## config.mk

```make
export PLATFORM = sky130hd
export DESIGN_NAME = imem_prog
export DESIGN_NICKNAME = d
export VERILOG_FILES = /design/src/rtl/imem_prog.sv
export SDC_FILE = /design/constraint.sdc
export NUM_CORES = 2
export LEC_CHECK = 0
export BUFFER_PORTS_ARGS = -buffer_cell sky130_fd_sc_hd__buf_2
export CAP_MARGIN = 10
export CORE_UTILIZATION = 45
export CTS_CLUSTER_SIZE = 25
export DETAILED_ROUTE_END_ITERATION = 8
export HOLD_SLACK_MARGIN = 0.06
export SLEW_MARGIN = 20
export SYNTH_ARGS = -nofsm -noshare
export SYNTH_HDL_FRONTEND = slang
export SYNTH_SLANG_ARGS = --single-unit
```

## constraint.sdc

```tcl
create_clock -name clk -period 6.2 [get_ports clk]
set_input_delay 1.24 -clock clk [delete_from_list [all_inputs] [get_ports clk]]
set_output_delay 1.24 -clock clk [all_outputs]
set_load 0.02 [all_outputs]
```

## src/rtl/imem_prog.sv

```systemverilog
// Loadable instruction memory: one-cycle registered fetch port plus a byte-serial
// program-load port that packs big-endian words and stalls fetch while loading.
module imem_prog #(
    parameter int unsigned ADDR_W = 8
) (
    input  logic              clk,
    input  logic              rst,
    input  logic              fetch_en,
    input  logic [ADDR_W-1:0] fetch_addr,
    output logic [31:0]       fetch_rdata,
    output logic              fetch_valid,
    output logic              fetch_misaligned,
    input  logic              ld_start,
    input  logic [ADDR_W-3:0] ld_base,
    input  logic              ld_byte_valid,
    input  logic [7:0]        ld_byte,
    input  logic              ld_done,
    output logic              ld_ready,
    output logic              busy,
    output logic [ADDR_W-2:0] ld_count
);

    localparam int unsigned DEPTH = 2 ** (ADDR_W - 2);
    localparam logic [ADDR_W-2:0] CNT_MAX = (ADDR_W - 1)'(DEPTH);

    localparam logic [1:0] ST_IDLE  = 2'd0;
    localparam logic [1:0] ST_LOAD  = 2'd1;
    localparam logic [1:0] ST_FLUSH = 2'd2;

    // Power-up contents are zero; rst deliberately leaves the array alone.
    logic [31:0] r_mem [DEPTH] = '{default: 32'h0};

    logic [1:0]        r_state;
    logic [ADDR_W-3:0] r_wp;
    logic [1:0]        r_bi;
    logic [31:0]       r_asm;
    logic [ADDR_W-2:0] r_count;

    logic [31:0]       w_asm;
    logic              w_accept;
    logic [1:0]        w_bi_next;
    logic              w_we;
    logic [31:0]       w_wdata;
    logic [ADDR_W-2:0] w_count_inc;

    assign ld_ready = (r_state == ST_LOAD);
    assign busy     = (r_state != ST_IDLE);
    assign ld_count = r_count;

    assign w_accept    = (r_state == ST_LOAD) && ld_byte_valid;
    assign w_bi_next   = w_accept ? r_bi + 2'd1 : r_bi;
    assign w_count_inc = (r_count == CNT_MAX) ? r_count : r_count + 1'b1;

    always_comb begin
        w_asm = r_asm;
        case (r_bi)
            2'd0:    w_asm[31:24] = ld_byte;
            2'd1:    w_asm[23:16] = ld_byte;
            2'd2:    w_asm[15:8]  = ld_byte;
            default: w_asm[7:0]   = ld_byte;
        endcase
    end

    assign w_we    = (w_accept && (r_bi == 2'd3)) || (r_state == ST_FLUSH);
    assign w_wdata = (r_state == ST_FLUSH) ? r_asm : w_asm;

    always_ff @(posedge clk) begin
        if (w_we) begin
            r_mem[r_wp] <= w_wdata;
        end
    end

    always_ff @(posedge clk or posedge rst) begin
        if (rst) begin
            r_state <= ST_IDLE;
            r_wp    <= '0;
            r_bi    <= 2'd0;
            r_asm   <= 32'h0;
            r_count <= '0;
        end else begin
            case (r_state)
                ST_IDLE: begin
                    if (ld_start) begin
                        r_state <= ST_LOAD;
                        r_wp    <= ld_base;
                        r_bi    <= 2'd0;
                        r_asm   <= 32'h0;
                        r_count <= '0;
                    end
                end
                ST_LOAD: begin
                    if (w_accept) begin
                        r_bi <= w_bi_next;
                        if (r_bi == 2'd3) begin
                            r_wp    <= r_wp + 1'b1;
                            r_count <= w_count_inc;
                            r_asm   <= 32'h0;
                        end else begin
                            r_asm <= w_asm;
                        end
                    end
                    // A byte accepted in the ld_done cycle counts before deciding on FLUSH.
                    if (ld_done) begin
                        r_state <= (w_bi_next != 2'd0) ? ST_FLUSH : ST_IDLE;
                    end
                end
                ST_FLUSH: begin
                    r_state <= ST_IDLE;
                    r_wp    <= r_wp + 1'b1;
                    r_count <= w_count_inc;
                    r_bi    <= 2'd0;
                    r_asm   <= 32'h0;
                end
                default: r_state <= ST_IDLE;
            endcase
        end
    end

    always_ff @(posedge clk or posedge rst) begin
        if (rst) begin
            fetch_rdata      <= 32'h0;
            fetch_valid      <= 1'b0;
            fetch_misaligned <= 1'b0;
        end else if ((r_state == ST_IDLE) && fetch_en) begin
            fetch_rdata      <= r_mem[fetch_addr[ADDR_W-1:2]];
            fetch_valid      <= 1'b1;
            fetch_misaligned <= (fetch_addr[1:0] != 2'b00);
        end else begin
            fetch_valid      <= 1'b0;
            fetch_misaligned <= 1'b0;
        end
    end

endmodule

```

==> results.toml <==
[timing]
tns_ps = 0
worst_slack_ps = 2360
tightest_slew_ps = 1090
slew_violations = 0
rsz0062_at_grt = "no"
fmax_mhz = 260
relSlewSlack = 0.274
finalHoldViolCount = 0
fin_crit_ps = 3840
finClkSkew_ps = 38.2
final-setup-viol-count = 0
fin_crit_sh = 0.619

[setup_path]
cp_max_fo = 17
cp_slowest_cell = "nor2_4"
timing_worst_setup_path_type = "reg -> reg"
critPathMaxStageDelay_ps = 940
startpoint_type = "flip-flop"
path_cells = "inv_1 -> ha_1 -> a31oi_1 -> nor2_1 -> nand3_1 -> nor2_4 -> buf_4"
crit_buf_inv = 2
crit_required_ps = 6710
crit_family = "simple AND/OR/NAND/NOR gates"
end_kind = "flip-flop"
critPathArrivalTime_ps = 4350

[grt]
grt-ovfl-total = 0
grt_pass1_wl_um = 296000
grt_pass1_vias = 40200
track_usage = 0.227
grt_max_degree = 109
grt_antenna_before_repair = 6

[pwr]
irDropWorstVdd_mv = 0.350
p_per_area_nw_per_um2 = 363
p_leak_nw = 31.7

[yosys]
async_flop_share = 0.0389
synth_warnings = 0
synth_edf_count = 2048
synth_top_cell_area_share = 0.753
synth_cell_types = 45
synthFlopType = "edfxtp_1"
yosys.area.top_type = "edfxtp_1"
synth_area_leaders = "edfxtp_1 (75%), mux4_2 (11%), mux2i_1 (3.6%)"
synth_area_um2 = 81700
ys_ff_latch = 2131
postSynthCellCount = 3860
synth-seq-area-share = 0.778
synth_nets = 3901
synth_area_per_cell_um2 = 21.2

[placed_design]
dp_hpwl_um = 117000
finalWeightedCongestion = 0.823
post-place-ws_ps = 1660
numPortBuffers = 70

[clock_network]
clock_latency_ps = 850
cts_tree = "built"
cts_buffers = 208
numClockSinks = 2131
cts_hold_buf = 0
cts_setup_buffers = 0
cts_buffer_depth = 3
htree_levels = 4
path_clk_slew_ps = 70
post_cts_resized = 0
cts_root_buf = "clkbuf_16"

[floorplan]
die_y_um = 428
initial_utilization = 0.452
die_x_um = 428
die_area_um2 = 183000
core.rowCount = 156
core_area_um2 = 181000
io_pins = 71

[route]
wirelength_um = 209000
dr.pass1.iters = 5
first_iter_violations = 4484
route.detailed.drc = 0
ant_nets = 0
wl_per_cell_um = 31.5
viasPerCell = 6.05
vias = 40000

[job]
cap_viol_max_count = 0

[outcome]
outcome = "complete, no violations"

[finish]
syn2layout_area_growth_pct = 13.2
layout.nets = 4107
drive_above_1_share = 0.239

[min_path]
hp-class = "reg -> reg"
-- Yosys cell counts, types with 13 or more instances --
cell	instances
inv_1	14
buf_4	18
clkbuf_1	101
buf_6	16
or3_1	33
a22oi_1	161
a211oi_1	64
dfrtp_1	83
nand4_1	32
edfxtp_1	2048
nor2b_1	50
buf_2	81
mux2i_1	293
mux4_2	384
a22o_1	24
nand3_1	78
mux2_2	33
a21oi_1	43
o22ai_1	68
ha_1	13
a221o_1	32
nand2_1	59
nor2_1	75
-- placed cells by master (no fill, tap or decap), types with 32 or more instances in the layout --
master / n
nand2_1: 57
clkinv_1: 44
o22ai_1: 68
nand4_1: 32
dfrtp_1: 83
buf_2: 67
nand3_1: 78
mux4_2: 384
a21oi_1: 43
nor2_4: 66
nor2b_1: 47
clkinv_2: 42
a221o_1: 32
clkbuf_16: 210
a211oi_1: 64
mux2i_1: 293
edfxtp_1: 2048
clkbuf_1: 52
or3_1: 33
a22oi_1: 161
buf_4: 133
-- final timing paths --
kind                       slack, ps              to  depth (start not counted)       start
min                              500       r_asm[31]                          1   r_asm[31]
max                             2360   r_mem[14][18]                          7  r_state[1]
max in group asynchronous       4510  fetch_rdata[1]                          3         rst
min in group asynchronous        580      r_state[0]                          2         rst
max reg2reg                     2360   r_mem[14][18]                          7  r_state[1]
min reg2reg                      500       r_asm[31]                          1   r_asm[31]
-- flip-flops by register name, summed over array words and instances, names as in the netlist --
signal,cells
r_state,2
ld_count,7
r_bi,2
r_wp,6
r_asm,32
fetch_valid,1
fetch_misaligned,1
r_mem,2048
fetch_rdata,32
-- cell type report --
class | instances | area, um^2
antenna | 7 | 17.5
clock buffer | 268 | 5530
clock inverter | 123 | 1120
fill | 14100 | 88100
inverter | 14 | 55.1
multi-input combinational | 1492 | 17500
sequential | 2131 | 63600
tap | 2370 | 2970
timing repair buffer | 219 | 1700
-- where the power goes --
group	internal (W)	switching, W
Combinational	0.000928	0.00291
Clock	0.00691	0.00540
Sequential	0.0171	0.000331
Total	0.0249	0.00865
-- routing by layer --
layer	part of all wire	GRT usage	routed length (um)	vias up
met5	0.000038	0	8	-
met4	0.032	0.0735	6660	2
met3	0.063	0.0325	13100	324
met2	0.50	0.374	104000	1460
met1	0.41	0.313	85400	21600
li1	-	-	-	16600
-- cells by family after synthesis --
logic type	count (synthesis)	synth area share
compound gates	415	0.0368
fa+ha+maj	13	0.00199
buf+inv	237	0.0144
flops	2131	0.778
mux	710	0.146
simple gates	354	0.0221
-- metrics by stage --
| stage | cell area (um^2) | hold WS, ps | std cells | power (W) | util |
|---|---|---|---|---|---|
| global placement | 85700 | 470 | 6223 | 0.0215 | 0.475 |
| CTS | 92400 | 498 | 6617 | 0.0338 | 0.512 |
| global route | 92400 | 506 | 6619 | 0.0346 | 0.512 |
| finish | 92400 | 497 | 6624 | 0.0336 | 0.512 |
| floorplan | 81700 | 460 | 3860 | 0.0197 | - |
| detailed placement | 85800 | 481 | 6226 | 0.0216 | 0.475 |
No activity file was read; power rests on OpenSTA's default activity.
